### src/rtl/uart_pkg.sv
// rtl/uart_pkg.sv - shared state encodings and parity helper for the configurable UART
package uart_pkg;

  localparam int DEFAULT_DIV = 651;
  localparam int MAX_DBITS   = 9;

  typedef enum logic [2:0] {
    TX_IDLE,
    TX_START,
    TX_DATA,
    TX_PARITY,
    TX_STOP
  } tx_state_t;

  // RX_BREAK holds off re-arming after a framing error until the line returns high
  typedef enum logic [2:0] {
    RX_IDLE,
    RX_START,
    RX_DATA,
    RX_PARITY,
    RX_STOP,
    RX_BREAK
  } rx_state_t;

  // Zero-extended data does not change the reduction, so narrower frames pass through as-is
  function automatic logic parity_bit(input logic [MAX_DBITS-1:0] data, input logic odd);
    return (^data) ^ odd;
  endfunction

endpackage

### src/rtl/uart_core_cfg_if.sv
// rtl/uart_core_cfg_if.sv - valid/ready byte streams between the UART engine and its FIFOs
interface uart_core_cfg_if #(
  parameter int DBITS = 8
);
  logic [DBITS-1:0] tx_data;
  logic             tx_valid;
  logic             tx_ready;
  logic [DBITS-1:0] rx_data;
  logic             rx_valid;
  logic             rx_ready;
  logic             rx_parity_err;
  logic             rx_frame_err;
  logic             rx_overrun;

  modport master (
    output tx_data, tx_valid, rx_ready,
    input  tx_ready, rx_data, rx_valid, rx_parity_err, rx_frame_err, rx_overrun
  );

  modport slave (
    input  tx_data, tx_valid, rx_ready,
    output tx_ready, rx_data, rx_valid, rx_parity_err, rx_frame_err, rx_overrun
  );
endinterface

### src/rtl/uart_baud_gen_cfg.sv
// rtl/uart_baud_gen_cfg.sv - free-running tick generator with a runtime divisor
module uart_baud_gen_cfg #(
  parameter int DIV_BITS = 16
) (
  input  logic                clk,
  input  logic                reset,
  input  logic [DIV_BITS-1:0] cfg_div,
  output logic                tick
);

  logic [DIV_BITS-1:0] cnt;
  logic [DIV_BITS-1:0] lim_m1;

  // The divisor is only sampled at the wrap so a change never truncates a period
  always_ff @(posedge clk) begin
    if (reset) begin
      cnt    <= '0;
      lim_m1 <= '0;
    end else if (tick) begin
      cnt    <= '0;
      lim_m1 <= (cfg_div == '0) ? '0 : cfg_div - DIV_BITS'(1);
    end else begin
      cnt    <= cnt + DIV_BITS'(1);
    end
  end

  assign tick = (cnt == lim_m1);

endmodule

### src/rtl/uart_core_cfg.sv
// rtl/uart_core_cfg.sv - runtime-configurable UART engine: shared baud tick, TX and RX FSMs
module uart_core_cfg
  import uart_pkg::*;
#(
  parameter int DBITS      = 8,
  parameter int OVERSAMPLE = 16,
  parameter int DIV_BITS   = 16
) (
  input  logic                clk_100MHz,
  input  logic                reset,
  input  logic [DIV_BITS-1:0] cfg_div,
  input  logic                cfg_parity_en,
  input  logic                cfg_parity_odd,
  input  logic                cfg_two_stop,
  output logic                tx,
  input  logic                rx,
  output logic                tx_busy,
  uart_core_cfg_if.slave      bus
);

  localparam int             CW       = $clog2(OVERSAMPLE);
  localparam int             BW       = 4;
  localparam logic [CW-1:0]  OS_LAST  = CW'(OVERSAMPLE - 1);
  localparam logic [CW-1:0]  OS_HALF  = CW'(OVERSAMPLE / 2 - 1);
  localparam logic [BW-1:0]  LAST_BIT = BW'(DBITS - 1);

  logic tick;

  uart_baud_gen_cfg #(.DIV_BITS(DIV_BITS)) u_baud (
    .clk     (clk_100MHz),
    .reset   (reset),
    .cfg_div (cfg_div),
    .tick    (tick)
  );

  tx_state_t        tx_state, tx_state_n;
  logic [CW-1:0]    tx_cnt, tx_cnt_n;
  logic [BW-1:0]    tx_idx, tx_idx_n;
  logic [DBITS-1:0] tx_shift, tx_shift_n;
  logic             tx_par, tx_par_n, tx_pen, tx_pen_n;
  logic             tx_two, tx_two_n, tx_stop2, tx_stop2_n;
  logic             tx_bit_end, tx_line, tx_rdy;

  always_ff @(posedge clk_100MHz) begin
    if (reset) begin
      tx_state <= TX_IDLE;
      tx_cnt   <= '0;
      tx_idx   <= '0;
      tx_shift <= '0;
      tx_par   <= 1'b0;
      tx_pen   <= 1'b0;
      tx_two   <= 1'b0;
      tx_stop2 <= 1'b0;
    end else begin
      tx_state <= tx_state_n;
      tx_cnt   <= tx_cnt_n;
      tx_idx   <= tx_idx_n;
      tx_shift <= tx_shift_n;
      tx_par   <= tx_par_n;
      tx_pen   <= tx_pen_n;
      tx_two   <= tx_two_n;
      tx_stop2 <= tx_stop2_n;
    end
  end

  always_comb begin
    tx_state_n = tx_state;
    tx_cnt_n   = tx_cnt;
    tx_idx_n   = tx_idx;
    tx_shift_n = tx_shift;
    tx_par_n   = tx_par;
    tx_pen_n   = tx_pen;
    tx_two_n   = tx_two;
    tx_stop2_n = tx_stop2;
    tx_line    = 1'b1;
    tx_rdy     = 1'b0;
    tx_bit_end = tick && (tx_cnt == OS_LAST);
    if (tick) tx_cnt_n = tx_bit_end ? '0 : tx_cnt + CW'(1);
    case (tx_state)
      TX_IDLE: begin
        tx_rdy   = 1'b1;
        tx_cnt_n = '0;
        if (bus.tx_valid) begin
          tx_state_n = TX_START;
          tx_idx_n   = '0;
          tx_shift_n = bus.tx_data;
          tx_par_n   = parity_bit(MAX_DBITS'(bus.tx_data), cfg_parity_odd);
          tx_pen_n   = cfg_parity_en;
          tx_two_n   = cfg_two_stop;
          tx_stop2_n = 1'b0;
        end
      end
      TX_START: begin
        tx_line = 1'b0;
        if (tx_bit_end) tx_state_n = TX_DATA;
      end
      TX_DATA: begin
        tx_line = tx_shift[0];
        if (tx_bit_end) begin
          tx_shift_n = tx_shift >> 1;
          tx_idx_n   = tx_idx + BW'(1);
          if (tx_idx == LAST_BIT) tx_state_n = tx_pen ? TX_PARITY : TX_STOP;
        end
      end
      TX_PARITY: begin
        tx_line = tx_par;
        if (tx_bit_end) tx_state_n = TX_STOP;
      end
      TX_STOP: begin
        if (tx_bit_end) begin
          if (tx_two && !tx_stop2) tx_stop2_n = 1'b1;
          else                     tx_state_n = TX_IDLE;
        end
      end
      default: tx_state_n = TX_IDLE;
    endcase
  end

  assign tx           = reset | tx_line;
  assign tx_busy      = !tx_rdy;
  assign bus.tx_ready = tx_rdy;

  logic             rx_meta, rx_sync;
  rx_state_t        rx_state, rx_state_n;
  logic [CW-1:0]    rx_cnt, rx_cnt_n;
  logic [BW-1:0]    rx_idx, rx_idx_n;
  logic [DBITS-1:0] rx_shift, rx_shift_n;
  logic             rx_pen, rx_pen_n, rx_podd, rx_podd_n, rx_perr, rx_perr_n;
  logic             rx_bit_end, rx_half, stop_evt, stop_ferr;
  logic [DBITS-1:0] rx_data_q;
  logic             rx_valid_q, rx_perr_q, rx_ferr_q, rx_ovr_q;

  always_ff @(posedge clk_100MHz) begin
    if (reset) begin
      rx_meta  <= 1'b1;
      rx_sync  <= 1'b1;
      rx_state <= RX_IDLE;
      rx_cnt   <= '0;
      rx_idx   <= '0;
      rx_shift <= '0;
      rx_pen   <= 1'b0;
      rx_podd  <= 1'b0;
      rx_perr  <= 1'b0;
    end else begin
      rx_meta  <= rx;
      rx_sync  <= rx_meta;
      rx_state <= rx_state_n;
      rx_cnt   <= rx_cnt_n;
      rx_idx   <= rx_idx_n;
      rx_shift <= rx_shift_n;
      rx_pen   <= rx_pen_n;
      rx_podd  <= rx_podd_n;
      rx_perr  <= rx_perr_n;
    end
  end

  always_comb begin
    rx_state_n = rx_state;
    rx_cnt_n   = rx_cnt;
    rx_idx_n   = rx_idx;
    rx_shift_n = rx_shift;
    rx_pen_n   = rx_pen;
    rx_podd_n  = rx_podd;
    rx_perr_n  = rx_perr;
    stop_evt   = 1'b0;
    stop_ferr  = 1'b0;
    rx_bit_end = tick && (rx_cnt == OS_LAST);
    rx_half    = tick && (rx_cnt == OS_HALF);
    if (tick) rx_cnt_n = rx_cnt + CW'(1);
    case (rx_state)
      RX_IDLE: begin
        rx_cnt_n = '0;
        if (!rx_sync) begin
          rx_state_n = RX_START;
          rx_idx_n   = '0;
          rx_pen_n   = cfg_parity_en;
          rx_podd_n  = cfg_parity_odd;
          rx_perr_n  = 1'b0;
        end
      end
      RX_START: begin
        if (rx_half) begin
          rx_cnt_n   = '0;
          rx_state_n = rx_sync ? RX_IDLE : RX_DATA;
        end
      end
      RX_DATA: begin
        if (rx_bit_end) begin
          rx_cnt_n   = '0;
          rx_shift_n = {rx_sync, rx_shift[DBITS-1:1]};
          rx_idx_n   = rx_idx + BW'(1);
          if (rx_idx == LAST_BIT) rx_state_n = rx_pen ? RX_PARITY : RX_STOP;
        end
      end
      RX_PARITY: begin
        if (rx_bit_end) begin
          rx_cnt_n   = '0;
          rx_perr_n  = rx_sync ^ parity_bit(MAX_DBITS'(rx_shift), rx_podd);
          rx_state_n = RX_STOP;
        end
      end
      RX_STOP: begin
        if (rx_bit_end) begin
          stop_evt   = 1'b1;
          stop_ferr  = !rx_sync;
          rx_state_n = rx_sync ? RX_IDLE : RX_BREAK;
        end
      end
      RX_BREAK: begin
        if (rx_sync) rx_state_n = RX_IDLE;
      end
      default: rx_state_n = RX_IDLE;
    endcase
  end

  // A consumer taking the held byte in the same cycle frees the slot for the new one
  always_ff @(posedge clk_100MHz) begin
    if (reset) begin
      rx_data_q  <= '0;
      rx_valid_q <= 1'b0;
      rx_perr_q  <= 1'b0;
      rx_ferr_q  <= 1'b0;
      rx_ovr_q   <= 1'b0;
    end else begin
      rx_ovr_q <= 1'b0;
      if (stop_evt && (!rx_valid_q || bus.rx_ready)) begin
        rx_data_q  <= rx_shift;
        rx_perr_q  <= rx_perr;
        rx_ferr_q  <= stop_ferr;
        rx_valid_q <= 1'b1;
      end else begin
        if (stop_evt) rx_ovr_q <= 1'b1;
        if (rx_valid_q && bus.rx_ready) rx_valid_q <= 1'b0;
      end
    end
  end

  assign bus.rx_data       = rx_data_q;
  assign bus.rx_valid      = rx_valid_q;
  assign bus.rx_parity_err = rx_perr_q;
  assign bus.rx_frame_err  = rx_ferr_q;
  assign bus.rx_overrun    = rx_ovr_q;

endmodule

### src/flat_wrapper.sv
// flat-port wrapper written by rule: the top's interface ports become plain ports
module uart_core_cfg_flat import uart_pkg::*;
#(
  parameter int DBITS      = 8,
  parameter int OVERSAMPLE = 16,
  parameter int DIV_BITS   = 16
)
  (clk_100MHz, reset, cfg_div, cfg_parity_en, cfg_parity_odd, cfg_two_stop, tx, rx, tx_busy, bus_tx_data, bus_tx_valid, bus_rx_ready, bus_tx_ready, bus_rx_data, bus_rx_valid, bus_rx_parity_err, bus_rx_frame_err, bus_rx_overrun);
  uart_core_cfg_if #(.DBITS(DBITS)) bus_i ();
  input  logic clk_100MHz;
  input  logic reset;
  input  logic [DIV_BITS-1:0] cfg_div;
  input  logic cfg_parity_en;
  input  logic cfg_parity_odd;
  input  logic cfg_two_stop;
  output logic tx;
  input  logic rx;
  output logic tx_busy;
  input wire logic [$bits(bus_i.tx_data)-1:0] bus_tx_data;
  input wire logic [$bits(bus_i.tx_valid)-1:0] bus_tx_valid;
  input wire logic [$bits(bus_i.rx_ready)-1:0] bus_rx_ready;
  output wire logic [$bits(bus_i.tx_ready)-1:0] bus_tx_ready;
  output wire logic [$bits(bus_i.rx_data)-1:0] bus_rx_data;
  output wire logic [$bits(bus_i.rx_valid)-1:0] bus_rx_valid;
  output wire logic [$bits(bus_i.rx_parity_err)-1:0] bus_rx_parity_err;
  output wire logic [$bits(bus_i.rx_frame_err)-1:0] bus_rx_frame_err;
  output wire logic [$bits(bus_i.rx_overrun)-1:0] bus_rx_overrun;
  assign bus_i.tx_data = bus_tx_data;
  assign bus_i.tx_valid = bus_tx_valid;
  assign bus_i.rx_ready = bus_rx_ready;
  assign bus_tx_ready = bus_i.tx_ready;
  assign bus_rx_data = bus_i.rx_data;
  assign bus_rx_valid = bus_i.rx_valid;
  assign bus_rx_parity_err = bus_i.rx_parity_err;
  assign bus_rx_frame_err = bus_i.rx_frame_err;
  assign bus_rx_overrun = bus_i.rx_overrun;
  uart_core_cfg #(.DBITS(DBITS), .OVERSAMPLE(OVERSAMPLE), .DIV_BITS(DIV_BITS)) u_core (.clk_100MHz(clk_100MHz), .reset(reset), .cfg_div(cfg_div), .cfg_parity_en(cfg_parity_en), .cfg_parity_odd(cfg_parity_odd), .cfg_two_stop(cfg_two_stop), .tx(tx), .rx(rx), .tx_busy(tx_busy), .bus(bus_i));
endmodule
### config.mk
export PLATFORM = sky130hd
export DESIGN_NAME = uart_core_cfg_flat
export DESIGN_NICKNAME = d
export VERILOG_FILES = /design/src/rtl/uart_pkg.sv /design/src/rtl/uart_core_cfg_if.sv /design/src/rtl/uart_baud_gen_cfg.sv /design/src/rtl/uart_core_cfg.sv /design/src/flat_wrapper.sv
export SDC_FILE = /design/constraint.sdc
export NUM_CORES = 1
export LEC_CHECK = 0
export CAP_MARGIN = 40
export CORE_MARGIN = 10
export CORE_UTILIZATION = 42
export CTS_BUF_LIST = sky130_fd_sc_hd__clkbuf_16
export CTS_CLUSTER_SIZE = 14
export DETAILED_ROUTE_END_ITERATION = 10
export PLACE_DENSITY = 0.76
export SYNTH_ARGS = -nofsm -noshare
export SYNTH_HDL_FRONTEND = slang
export SYNTH_SLANG_ARGS = --single-unit
### constraint.sdc
create_clock -name clk_100MHz -period 1.9 [get_ports clk_100MHz]
set_input_delay 0.38 -clock clk_100MHz [delete_from_list [all_inputs] [get_ports clk_100MHz]]
set_output_delay 0.38 -clock clk_100MHz [all_outputs]
set_load 0.05 [all_outputs]
---- Word level (Yosys, flattened, before mapping) ----
Cells that the tools add are included.
Widths: inputs -> output; s select.
cells by class
  $add $sub $neg .......................... 6
  equal/unequal tests ..................... 30
  multiplexer cells ....................... 51
  bitwise logic cells ..................... 5
  reduce and logical (&&, ||, !) cells .... 34
operator list
  cell                   number
  $mux 3                 17
  $mux 4                 8
  $ne 2x1->1 const B     12
  $pmux 3 s6             1
  $reduce_xor 9->1       2
  $add 16x1->16 const B  1
  $add 4x1->4 const B    4
  $eq 16x16->1           1
  $logic_not 16->1       1
  $mux 16                1
  $mux 8                 2
  $pmux 4 s2             2
  $pmux 8 s2             1
  $sub 16x1->16 const B  1
  $pmux 3 s5             1
  $reduce_and 7->1       2
  $mux 1                 13
  $eq 3x2->1 const B     4
  $eq 4x3->1 const B     3
  $pmux 4 s3             1
  $reduce_bool 2->1      5
  $eq 3x3->1 const B     3
  $reduce_and 3->1       3
  $eq 4x4->1 const B     2
  15 further kinds       35
word-level totals
  bits in registers ....................... 91
  bits of input ports ..................... 32
  output and inout bits ................... 15
  logic and storage cells ................. 150

---- Logic depth before layout (Yosys ltp) ----
  word-level depth ........................ 6
  gate-level depth with buffers ........... 8
  depth with buffers taken out ............ 7

---- By module ----
A second synthesis with hierarchy kept.
second synthesis, totals
  cells, all modules ...................... 509
  area, all modules ....................... 4609.4 um^2
by module, submodules not included
  module             times used  cells each  area an instance (um^2)  sequential area each (um^2)
  uart_core_cfg      1           303         2811.4                   1181.1
  uart_baud_gen_cfg  1           206         1798.0                   640.6

---- Worst setup path after synthesis ----
No wires, ideal clock.
  kind .................................... register -> register
  start point ............................. reg u_core.tx_state[1]
  end point ............................... reg u_core.tx_idx[1]
  library setup time ...................... 67 ps
  arrival ................................. 2666 ps
  path slack .............................. -833 ps
  stages on the path, launching flop included .. 8
  path buffers ............................ 2
  clock period less this slack ............ 2733 ps
  path through ............................ dfxtp_1 clkbuf_1 nor3_1 nand2_1 o31ai_4 buf_6 nand3_2 a21oi_2
on the way
  cells in the longest elaborated chain, start to end .. 3
  elaborated cells on any way between the ends .. 7
ends and longest elaborated chain
  item                                                       RTL line             source
  start, declared                                            uart_core_cfg.sv:36  tx_state_t tx_state, tx_state_n;
  start signal, assigned                                     uart_core_cfg.sv:55  tx_state <= tx_state_n;
  $eq 3x2->1 or $logic_not 3->1 (tied branches)              uart_core_cfg.sv:79  case (tx_state)
  $ne 2x1->1 (no source line), or another cell as far along  --
  $reduce_and 3->1 (no source line)                          --
  end signal, assigned                                       uart_core_cfg.sv:57  tx_idx <= tx_idx_n;
  end, declared                                              uart_core_cfg.sv:38  logic [BW-1:0] tx_idx, tx_idx_n;
Parallel ways exist; a longest one is shown, timed or not.
A chain may end at the register's enable or synchronous reset.

---- Worst setup path in the final report ----
  start point ............................. reg u_core.u_baud.lim_m1[5]
  end point ............................... reg u_core.tx_shift[5]
on the way
  cells in the longest elaborated chain, start to end .. 4
ends and longest elaborated chain
  item                               RTL line                 source
  start, declared                    uart_baud_gen_cfg.sv:12  logic [DIV_BITS-1:0] lim_m1;
  start signal, assigned             uart_baud_gen_cfg.sv:21  lim_m1 <= (cfg_div == '0) ? '0 : cfg_div - DIV_BITS'(1);
  $eq 16x16->1                       uart_baud_gen_cfg.sv:27  assign tick = (cnt == lim_m1);
  $logic_and 1x1->1                  uart_core_cfg.sv:77      tx_bit_end = tick && (tx_cnt == OS_LAST);
  $ne 2x1->1 (no source line)        --
  $reduce_and 3->1 (no source line)  --
  end signal, assigned               uart_core_cfg.sv:58      tx_shift <= tx_shift_n;
  end, declared                      uart_core_cfg.sv:39      logic [DBITS-1:0] tx_shift, tx_shift_n;
Every way passes these cells.

==> reports/results.ini <==
[detailed_routing]
drc_errors = 0
wl_per_cell_um = 15.3
finalWirelength_um = 11800
viasPerCell = 5.35
first_pass_iters = 4
drt_iter0_drc = 303
dr_total_vias = 4126
antenna_left = 0

[logic_synthesis]
syn_area_um2 = 4450
synth_area_leader_cell = dfxtp_1
synth_edf_count = 0
synth_fa_ha_area_share_pct = 1.97
synth_simple_gate_area_share_pct = 24.9
yosys_warnings = 0
ys_ff_latch = 91
synth_top_family_by_area = simple AND/OR/NAND/NOR gates
synthMuxAreaShare_pct = 5.45
ys_top_cells_by_area = dfxtp_1, xor2_1, nor2_1, xnor2_1, nand2_1
ys_seq_area_share_pct = 40.9
synth_compound_area_share_pct = 10.9
synth_cell_types = 56
synth_ff_type = dfxtp_1
postSynth.asyncResetShare_pct = 0
syn-num-nets = 557
synth_top_area_share_pct = 40.9
syn_inst = 518
synth-xor-area-share_pct = 12.4
synth.avg_cell_area_um2 = 8.59

[global_routing]
grt_pass1_vias = 4049
grt_max_degree = 54
grt_overflow = 0
antenna_found_initial = 0
grt_pass1_wl_um = 18100
grt_usage_pct = 14.3

[timing]
final_max_slew_viol_count = 0
fin_crit_ns = 2.11
fmax_mhz = 475
fin_worst_skew_ns = 0.00756
setup_ws_ns = -0.207
final-setup-viol-count = 61
fin_crit_sh_pct = 111
rsz0062_at_grt = yes
finalHoldViolations = 0
worst_slew_pin_slew_ns = 0.627
relSlewSlack_pct = 57.8

[die]
start_util_pct = 43.1
die_area_um2 = 15100
rows = 37
ioPinCount = 47
die_x_um = 123
core-area_um2 = 10300
fp.dieH_um = 123

[clocking]
clock_path_buffers = 2
root_buffer = clkbuf_16
cts_buffers = 9
cts_tree = built
clk_transition_reported_paths_ns = 0.06
clock_sinks = 91
hold_buffers = 0
clock_latency_ns = 0.34
htree_levels = 3

[critical_path]
crit_slowest_cell = dfxtp_1
cp-start-kind = flip-flop
ff2ff_path_depth = 9
rrSetupSlack_ns = -0.21
cp-startpoint = u_core.u_baud.lim_m1[5]
critical_path.reg2reg.endpoint = u_core.tx_shift[5]
arrival_ns = 2.35
worstPathCellList = xor2_1 > nor4_2 > buf_4 > nand4_4 > buf_8 > o31ai_4 > buf_12 > nor2_4 > a311oi_2
regToRegStartpoint = u_core.u_baud.lim_m1[5]
cp-end-kind = flip-flop
worstSetupPathType = flip-flop to flip-flop
critPathRequiredTime_ns = 2.14
critical-path-max-stage-delay_ns = 0.33
path_max_fanout = 8

[worst_hold_path]
worstHoldEndpoint = u_core.rx_sync
hold_path.class = flip-flop to flip-flop
min_from = u_core.rx_meta
min_path_cells = 1

[run_status]
violations = setup timing
status = finished with violations

[cells_and_area]
drive_gt1_share_pct = 29.6
final_common_cell = dfxtp_1
antenna-diode-count = 0
nNetsFinal = 669
fillers = 777
syn_to_final_growth_pct = 42.8
final_cell_mix = dfxtp_1, buf_4, nor2_1, nand2_1, xor2_1

[pwr]
p_seq_share_pct = 36.4
p_clk_share_pct = 29.1
power_density_nw_per_um2 = 929
pwr-share-comb_pct = 34.4
p_leak_nw = 2.45
p_total_mw = 5.90
p_switching_mw = 1.84
p_int_mw = 4.07
switching_share_pct = 31.1
ir_drop_mv = 0.510

[place]
dp_hpwl_um = 7560
gp_congestion = 0.879
pre_cts_slack_ns = -0.446
port_buffers = 46

[flow_run]
drv_cap = 0

-- how the worst max path moves through the flow --
stage                                     endpoint  cells after the start
after floorplan                   u_core.tx_idx[1]                      7
after global placement    u_core.u_baud.lim_m1[13]                      7
after detailed placement   u_core.u_baud.lim_m1[9]                      7
after CTS                         u_core.tx_idx[3]                      9
after global routing            u_core.tx_shift[5]                      9
final                           u_core.tx_shift[5]                      9
-- cell usage after synthesis (all sizes together), types with 4 or more instances --
| library cell | number |
|---|---|
| nor2 | 71 |
| nand3 | 14 |
| dfxtp | 91 |
| xor2 | 33 |
| nand4 | 7 |
| xnor2 | 30 |
| or3 | 5 |
| clkbuf | 16 |
| nand2b | 6 |
| nor4 | 9 |
| a21oi | 23 |
| o21ai | 20 |
| ha | 7 |
| mux2i | 22 |
| nand2 | 63 |
| a311oi | 9 |
| or2 | 4 |
| and2 | 5 |
| buf | 9 |
| nor3 | 20 |
| inv | 10 |
-- repair_timing --
| action | CTS | global route |
|---|---|---|
| buffers inserted | 8 | 13 |
| setup endpoints to repair | 58 | 81 |
| gates cloned | 4 | 1 |
| pin swaps | 34 | 46 |
| resized for setup | 57 | 77 |
-- sequential cells by signal, summed over array words and instances, names as in the netlist, 8 cells and up --
register	count
u_core.bus.rx_data	8
u_core.rx_shift	8
u_core.tx_shift	8
u_core.u_baud.cnt	16
u_core.u_baud.lim_m1	16
-- through the flow --
step	TNS [ns]	utilization [%]	area, µm²	hold slack, ns	cells
3_3_place_gp	-8.72	52.7	5440	0.400	733
2_1_floorplan	-0.00360	-	4470	0.389	518
5_1_grt	-15.50	61.6	6360	0.430	771
3_5_place_dp	-12.03	52.8	5450	0.399	734
4_1_cts	-3.25	58.4	6030	0.418	762
6_report	-5.46	61.6	6360	0.416	771
-- area by class of cell --
class	instances	area [µm²]	area share, %
Multi-Input combinational cell	393	2880	45.3
Sequential cell	91	1830	28.8
Timing Repair Buffer	125	1150	18.1
Clock buffer	9	225	3.54
Tap cell	136	170	2.68
Clock inverter	7	61.3	0.964
Inverter	10	37.5	0.590
-- per-layer routing --
layer	share of wire [%]	GRT usage, %	vias to the layer above
met1	43	16.7	1991
met4	1.5	5.38	0
met5	0	0	-
li1	-	-	2029
met2	52	24.7	89
met3	3.8	3.65	17
-- power by group through the flow --
stage	clock network (mW)	logic, mW	registers (mW)
detailed placement	0	1.18	2.17
CTS	1.73	1.50	2.13
floorplan	0	0.741	2.14
global placement	0	1.14	2.16
global route	1.82	2.16	2.16
finish	1.72	2.03	2.15
-- worst max-delay path, delay by kind of cell, from the launching register on --
| family | cells | cell delay, ns |
|---|---|---|
| buffers and inverters | 3 | 0.52 |
| AND/OR/NAND/NOR | 3 | 0.42 |
| AO/OA/AOI/OAI | 2 | 0.56 |
| XOR/XNOR | 1 | 0.17 |
| flip-flops | 1 | 0.33 |
-- cell families (layout without fill, tap and decap cells) --
kind of cell             Yosys count  after routing
multiplexers                      24             24
XOR/XNOR                          63             63
AO/OA/AOI/OAI                     73             73
flip-flops                        91             91
adder cells (fa/ha/maj)            7              7
buffers and inverters             35            151
AND/OR/NAND/NOR                  225            226
Power figures use the tool's default switching activity.
